<file path="src/rtl/seg7_scan_ctrl.sv">
// Four-digit common-anode 7-segment scan controller with a blanking gap between
// digits and frame-aligned updates of the displayed value.
module seg7_scan_ctrl #(
  parameter int ON_CYCLES    = 1000,
  parameter int BLANK_CYCLES = 16
) (
  input  logic        clk,
  input  logic        rst_n,
  input  logic [15:0] value_in,
  input  logic [3:0]  dp_in,
  input  logic        load,
  input  logic        enable,
  output logic [7:0]  led_out,
  output logic [3:0]  digit_sel,
  output logic        load_ack,
  output logic        frame_done
);

  localparam int MAX_CYC = (ON_CYCLES > BLANK_CYCLES) ? ON_CYCLES : BLANK_CYCLES;
  localparam int CNT_W   = (MAX_CYC > 1) ? $clog2(MAX_CYC) : 1;
  localparam logic [CNT_W-1:0] ON_LAST    = CNT_W'(ON_CYCLES - 1);
  localparam logic [CNT_W-1:0] BLANK_LAST = CNT_W'(BLANK_CYCLES - 1);

  typedef enum logic [1:0] {
    ST_IDLE  = 2'd0,
    ST_BLANK = 2'd1,
    ST_SHOW  = 2'd2
  } state_t;

  state_t           state_reg, state_next;
  logic [1:0]       idx_reg, idx_next;
  logic [CNT_W-1:0] cnt_reg, cnt_next;
  logic [15:0]      stage_val_reg, stage_val_next;
  logic [3:0]       stage_dp_reg, stage_dp_next;
  logic             pending_reg, pending_next;
  logic [15:0]      disp_val_reg, disp_val_next;
  logic [3:0]       disp_dp_reg, disp_dp_next;
  logic [7:0]       led_reg, led_next;
  logic [3:0]       sel_reg, sel_next;
  logic             load_ack_reg, load_ack_next;
  logic             frame_done_reg, frame_done_next;
  logic             copy;

  // Active-low segment pattern, bits [7:1] = a..g, bit 0 = decimal point.
  function automatic logic [7:0] glyph(input logic [3:0] nib, input logic dp);
    logic [7:0] g;
    g = 8'hFF;
    case (nib)
      4'h0: g = 8'b00000011;
      4'h1: g = 8'b10011111;
      4'h2: g = 8'b00100101;
      4'h3: g = 8'b00001101;
      4'h4: g = 8'b10011001;
      4'h5: g = 8'b01001001;
      4'h6: g = 8'b01000001;
      4'h7: g = 8'b00011111;
      4'h8: g = 8'b00000001;
      4'h9: g = 8'b00001001;
      4'hA: g = 8'b00010001;
      4'hB: g = 8'b11000001;
      4'hC: g = 8'b11100101;
      4'hD: g = 8'b10000101;
      4'hE: g = 8'b01100001;
      4'hF: g = 8'b01110001;
      default: g = 8'hFF;
    endcase
    if (dp) g[0] = 1'b0;
    return g;
  endfunction

  always_comb begin
    state_next      = state_reg;
    idx_next        = idx_reg;
    cnt_next        = cnt_reg;
    stage_val_next  = stage_val_reg;
    stage_dp_next   = stage_dp_reg;
    pending_next    = pending_reg;
    disp_val_next   = disp_val_reg;
    disp_dp_next    = disp_dp_reg;
    load_ack_next   = 1'b0;
    frame_done_next = 1'b0;
    copy            = 1'b0;
    led_next        = 8'hFF;
    sel_next        = 4'hF;

    case (state_reg)
      ST_IDLE: begin
        copy = pending_reg;
        if (enable) begin
          state_next = ST_BLANK;
          idx_next   = 2'd0;
          cnt_next   = '0;
        end
      end
      ST_BLANK: begin
        if (cnt_reg == BLANK_LAST) begin
          state_next = ST_SHOW;
          cnt_next   = '0;
        end else begin
          cnt_next = cnt_reg + 1'b1;
        end
      end
      ST_SHOW: begin
        if (cnt_reg == ON_LAST) begin
          cnt_next = '0;
          if (idx_reg == 2'd3) begin
            // Frame boundary: the only point where display data may change.
            frame_done_next = 1'b1;
            copy            = pending_reg;
            idx_next        = 2'd0;
            state_next      = enable ? ST_BLANK : ST_IDLE;
          end else begin
            idx_next   = idx_reg + 2'd1;
            state_next = ST_BLANK;
          end
        end else begin
          cnt_next = cnt_reg + 1'b1;
        end
      end
      default: state_next = ST_IDLE;
    endcase

    if (copy) begin
      disp_val_next = stage_val_reg;
      disp_dp_next  = stage_dp_reg;
      load_ack_next = 1'b1;
      pending_next  = 1'b0;
    end
    // A load on a copy edge restages after the old data has been taken.
    if (load) begin
      stage_val_next = value_in;
      stage_dp_next  = dp_in;
      pending_next   = 1'b1;
    end

    if (state_next == ST_SHOW) begin
      led_next = glyph(disp_val_reg[{idx_next, 2'b00} +: 4], disp_dp_reg[idx_next]);
      sel_next = ~(4'b0001 << idx_next);
    end
  end

  always_ff @(posedge clk or negedge rst_n) begin
    if (!rst_n) begin
      state_reg      <= ST_IDLE;
      idx_reg        <= 2'd0;
      cnt_reg        <= '0;
      stage_val_reg  <= 16'h0000;
      stage_dp_reg   <= 4'h0;
      pending_reg    <= 1'b0;
      disp_val_reg   <= 16'h0000;
      disp_dp_reg    <= 4'h0;
      led_reg        <= 8'hFF;
      sel_reg        <= 4'hF;
      load_ack_reg   <= 1'b0;
      frame_done_reg <= 1'b0;
    end else begin
      state_reg      <= state_next;
      idx_reg        <= idx_next;
      cnt_reg        <= cnt_next;
      stage_val_reg  <= stage_val_next;
      stage_dp_reg   <= stage_dp_next;
      pending_reg    <= pending_next;
      disp_val_reg   <= disp_val_next;
      disp_dp_reg    <= disp_dp_next;
      led_reg        <= led_next;
      sel_reg        <= sel_next;
      load_ack_reg   <= load_ack_next;
      frame_done_reg <= frame_done_next;
    end
  end

  assign led_out    = led_reg;
  assign digit_sel  = sel_reg;
  assign load_ack   = load_ack_reg;
  assign frame_done = frame_done_reg;

endmodule
</file>
<file path="config.mk">
export PLATFORM = sky130hd
export DESIGN_NAME = seg7_scan_ctrl
export DESIGN_NICKNAME = d
export VERILOG_FILES = /design/src/rtl/seg7_scan_ctrl.sv
export SDC_FILE = /design/constraint.sdc
export NUM_CORES = 1
export LEC_CHECK = 0
export CAP_MARGIN = 20
export CELL_PAD_IN_SITES_DETAIL_PLACEMENT = 0
export CELL_PAD_IN_SITES_GLOBAL_PLACEMENT = 1
export CORE_AREA = 2 2 126 98
export CTS_BUF_LIST = sky130_fd_sc_hd__clkbuf_4
export CTS_CLUSTER_DIAMETER = 150
export DETAILED_ROUTE_END_ITERATION = 8
export DIE_AREA = 0 0 128 100
export GPL_ROUTABILITY_DRIVEN = 0
export PLACE_DENSITY = 0.54
export SETUP_SLACK_MARGIN = 0.05
export SLEW_MARGIN = 20
export SYNTH_ARGS = -nofsm -noshare
export SYNTH_HDL_FRONTEND = slang
export SYNTH_SLANG_ARGS = --single-unit
</file>
<file path="constraint.sdc">
create_clock -name clk -period 6.4 [get_ports clk]
set_input_delay 1.92 -clock clk [delete_from_list [all_inputs] [get_ports clk]]
set_output_delay 1.92 -clock clk [all_outputs]
set_load 0.1 [all_outputs]
</file>
### Word-level counts from Yosys, hierarchy flattened

Memories as Yosys holds them, arrays and structs flattened.
Index checks and enable logic that the tools add are counted.

| word-level totals | value |
|---|---|
| flip-flop bits (word level) | 69 |
| ROM bits | 112 |
| input bits | 24 |
| output and inout port bits | 14 |
| word-level logic and storage cells | 58 |
| memories kept | 1 |

Memories:

| memory | words | bits a word | read ports | clocked after Yosys merged registers in | wr ports | line | RTL |
|---|---|---|---|---|---|---|---|
| (no name shown) | 16 | 7 | 1 | 0 | 0 | 48 | `case (nib)` |

| cells by class | value |
|---|---|
| add/subtract/negate cells | 2 |
| magnitude comparators | 1 |
| equality and inequality tests | 7 |
| shift-type cells | 2 |
| mux-type cells | 28 |
| bitwise operators | 1 |
| reduce and logical (&&, ||, !) cells | 4 |

Operators by type and width:

| cell | number |
|---|---|
| 10-bit 2-to-1 mux | 3 |
| 10-bit case mux with 3 select lines | 1 |
| 16-bit by 5-bit indexed part select with 4-bit output | 1 |
| 1-bit 2-to-1 mux | 12 |
| 2-bit 2-to-1 mux | 6 |
| 10-bit by 1-bit adder with 10-bit output, second input constant | 1 |
| 10-bit equality test, second input constant | 1 |
| 10-bit by 4-bit equality test with 1-bit output, second input constant | 1 |
| 8-bit 2-to-1 mux | 1 |
| 2-bit equality test, second input constant | 3 |
| 2-bit case mux with 3 select lines | 1 |
| 4-bit 2-to-1 mux | 1 |
| 4-bit inverter | 1 |
| 2-bit case mux with 2 select lines | 1 |
| 1-bit by 2-bit << shifter with 4-bit output, first input constant | 1 |
| 2-bit by 3-bit < comparator with 1-bit output, second input constant | 1 |
| 3-bit nonzero test | 1 |
| 2-bit by 1-bit adder with 2-bit output, second input constant | 1 |
| 1-bit binary-select mux with 2-bit select | 1 |
| 2-bit by 1-bit equality test with 1-bit output, second input constant | 1 |
| 2-bit zero test | 1 |
| 2-bit inequality test, second input constant | 1 |
| 1-bit case mux with 2 select lines | 1 |
| 2-bit AND reduction | 1 |
| 2-bit nonzero test | 1 |

### Depth between registers and ports, before layout

| logic depth | value |
|---|---|
| word-level depth | 8 |
| mapped depth | 16 |
| gate-level depth less buffers | 13 |

### Worst setup path after synthesis

OpenSTA, ideal clock, no wires.

| path | value |
|---|---|
| kind | input to register |
| start point | input enable |
| end point | register led_reg[4] (netlist: led_out[4]) |
| arrival | 3.935 ns |
| required time | 6.308 ns |
| slack | 2.373 ns |
| stages | 11 |
| buffers on the path | 1 |
| cells stage by stage | mux2i_1 nor4_1 o21a_1 buf_6 clkinv_8 mux2i_1 mux2_2 ha_1 o21a_1 a2111oi_2 a21oi_1 |

| on the way | value |
|---|---|
| elaborated cells between the ends (all ways) | 11 |

RTL lines:

| what | line | RTL |
|---|---|---|
| start, declared | 12 | `input logic enable,` |
| 2-bit 2-to-1 mux | 89 | `if (enable) begin` |
| 2-bit case mux with 2 select lines | 86 | `case (state_reg)` |
| named net idx_next[0] | 31 | `logic [1:0] idx_reg, idx_next;` |
| 16-bit by 5-bit indexed part select with 4-bit output | 137 | `led_next = glyph(disp_val_reg[{idx_next, 2'b00} +: 4], disp_dp_reg[idx_next]);` |
| memory read 16 x 7 bit | - |  |
| 8-bit 2-to-1 mux | 136 | `if (state_next == ST_SHOW) begin` |
| named net led_next[4] | 38 | `logic [7:0] led_reg, led_next;` |
| end signal, assigned | 165 | `led_reg <= led_next;` |
| end, declared | 38 |  |

The timed path passes the listed nets, and every way through them passes these cells.
A chain may end at the register's enable or synchronous reset.

### Worst setup path in the final report

| path | value |
|---|---|
| start point | input enable |
| end point | register led_reg[4] (netlist: led_out[4]) |

| on the way | value |
|---|---|
| cells in the longest elaborated chain, start to end | 6 |
| elaborated cells between the ends (all ways) | 11 |

Ends and longest elaborated chain:

| what | line |
|---|---|
| parallel branches: the longest is 5 deep, another holds memory read 16 x 7 bit | - |
| 8-bit 2-to-1 mux (*) | 136 |
| named net led_next[4] | 38 |

Mark *: on every way through the listed nets, which the timed path passes.

==> metrics.txt <==
sw power 0.490 mW; Die Area 0.0128 mm²; fin crit share 74.5%; sequential fraction of the synthesis area 51.3%; Peak VDD IR 0.127 mV; share of power burned in registers 43.3%; Netlist Area Pre-Place 0.00339 mm²; Tmin final 4.77 ns; worst slack at placement 1.19 ns; Routed WL 7.43 mm; cts hold-fix bufs 0; Slew @ Worst Pin 0.974 ns; combinational power share 35.3%; relative max-transition margin 34.8%; Mapped Nets 334; Post-layout nets 370; IO buf count 37; FILL cells 1204; most common cell after layout, fill and taps aside dfrtp_1; cells after synthesis 297; Setup crit start kind primary input; most frequent cells in the layout dfrtp_1, mux2_2, clkdlybuf4s50_1; Synth cell types 48; status complete, no violations; register bit total from synthesis 69; CP Data Arrival Time 5.09 ns; Clk Latency, worst-skew pair 0.42 ns; Setup Fix Bufs, Post-CTS 0; row cnt 35; worst hold margin 0.516 ns; Final Slew Violations 0; die width 128 µm; CTS Root Cell clkbuf_4; worst setup margin 1.63 ns; Hold WC Path Type reg -> reg; detailed placement HPWL 5.28 mm; # DRC 0; CTS resizes 0; Reg clk slew, reported paths 0.11 ns; layout cell share with drive strength beyond 1 24.6%; setup tns final 0 ns; routed len/inst 15.3 µm; Fmax 0.210 GHz; Req. time, crit path 6.73 ns; DR vias/cell 4.84; Final ANT Viol Nets 0; PwrDens 339 mW/mm²; largest net degree at the start of global routing 65; CTS max path bufs 2; Layout area overhead 18.9%; switching power share of the total 35.9%; Final Power 1.37 mW; vias in the first global route 2442; Initial Util 28.9%; CTS H-Tree Depth 3; ANT cells 0; Ports 38; Fin. Hold Viols 0; GRT Total Usage 13.0%; CTS sink cnt 69; Cell Int Power 0.877 mW; CP Max Fanout 10; global-route wire length before repair 13.0 mm; drt pass-1 iters 5; max cap viols 0; Crit. End Element register; Warnings, synthesis 0; RSZ-0062 raised after global routing false; global route overflow 0; clock power share 21.4%; core box area 0.0117 mm²; P_leak 1.67 nW; DR vias 2350; Die Height 100 µm; Final Skew 0.0118 ns; 1st-iter DRT viols 116; initial antenna violation count 0; Num CTS Buffers 9; synthesized area per cell 11.4 µm²; Setup CP Type in -> reg; # setup viols final 0; CTS tree done
routing by layer:
metal | vias to the layer above | routed length (µm) | track usage [%]
li1 | 1150 | - | -
met1 | 1145 | 3910 | 19.1
met2 | 49 | 3160 | 18.7
met3 | 6 | 306 | 3.89
met4 | 0 | 48 | 3.30
met5 | - | 0 | 0
cell families (layout without fill, tap and decap cells):
kind of cell,count (synthesis),after routing,synth area share (%)
buffers and inverters,29,70,4.16
multiplexers,50,50,16.3
adder cells (fa/ha/maj),13,13,4.79
flip-flops,69,69,51.3
AND/OR/NAND/NOR,76,76,11.4
AO/OA/AOI/OAI,60,60,12.1
area by class of cell:
type | instances | area, µm² | area share, %
flip-flops and latches | 69 | 1740 | 43.2
multi-input cells | 199 | 1520 | 37.7
repair buffers | 38 | 373 | 9.24
well taps | 148 | 185 | 4.59
clock buffers | 12 | 90.1 | 2.23
inverters | 16 | 72.6 | 1.80
clock inverters | 4 | 50.0 | 1.24
synthesized netlist by cell type (all sizes together):
cell type   n  share of area, %
a31oi       5              0.92
or4         4               1.0
nand2      28               3.1
clkbuf      8              0.92
buf         5               1.1
inv        15               1.7
nor4        2              0.37
o41ai       1              0.26
o32ai       2              0.74
nand4b      1              0.26
and4        2              0.52
a21oi       5              0.74
nand3      10               1.5
o31ai       4              0.88
mux2i       9               2.7
and3        5               1.1
nor3        2              0.29
clkinv      1              0.48
a211oi      4              0.88
dfstp      12               9.3
o21ai      24               3.5
o211ai      4              0.88
or3b        2              0.59
a221o       1              0.29
o221ai      2              0.52
nand4       1              0.18
nand3b      1              0.22
dfrtp      57                42
nor2       13               1.4
o311ai      2              0.74
a21o        1              0.22
a2111oi     1              0.44
o31a        1              0.26
ha         13               4.8
o21a        2              0.44
or2         2              0.37
a32o        1              0.29
and2        3              0.55
mux2       41                14
path summary, 6_finish.rpt:
kind	end	from	cells past startpoint	slack [ns]
setup reg to reg	led_out[4]	state_reg[0]	13	2.71
hold / removal	stage_val_reg[10]	stage_val_reg[10]	1	0.52
setup / recovery	led_out[4]	enable	12	1.63
max in group asynchronous	cnt_reg[3]	rst_n	2	4.08
hold reg to reg	stage_val_reg[10]	stage_val_reg[10]	1	0.52
min in group asynchronous	load_ack	rst_n	1	1.31
critical path: stages:
cell and delay [ns]:
clkdlybuf4s50_1 0.55, mux2i_1 0.14, nor4_1 0.46, o21a_1 0.55, mux2i_1 0.26, nand2_1 0.08
nand2_1 0.17, inv_1 0.13, ha_1 0.26, o21a_1 0.14, a2111oi_2 0.34, a21oi_1 0.08
per-stage QoR:
| stage | area [µm²] | utilization, % | cells |
|---|---|---|---|
| 3_5_place_dp | 3890 | 33.1 | 470 |
| 2_1_floorplan | 3390 | - | 297 |
| 4_1_cts | 4030 | 34.3 | 486 |
| 3_3_place_gp | 3890 | 33.1 | 470 |
| 6_report | 4040 | 34.4 | 486 |
| 5_1_grt | 4040 | 34.4 | 486 |
power by group through the flow:
| stage | registers [mW] | logic [mW] | clock network, mW |
|---|---|---|---|
| 4_1_cts | 0.596 | 0.486 | 0.308 |
| 6_report | 0.592 | 0.482 | 0.293 |
| 3_5_place_dp | 0.605 | 0.482 | 0 |
| 3_3_place_gp | 0.606 | 0.480 | 0 |
| 2_1_floorplan | 0.592 | 0.360 | 0 |
| 5_1_grt | 0.608 | 0.538 | 0.326 |
No activity file was read; power rests on OpenSTA's default activity.
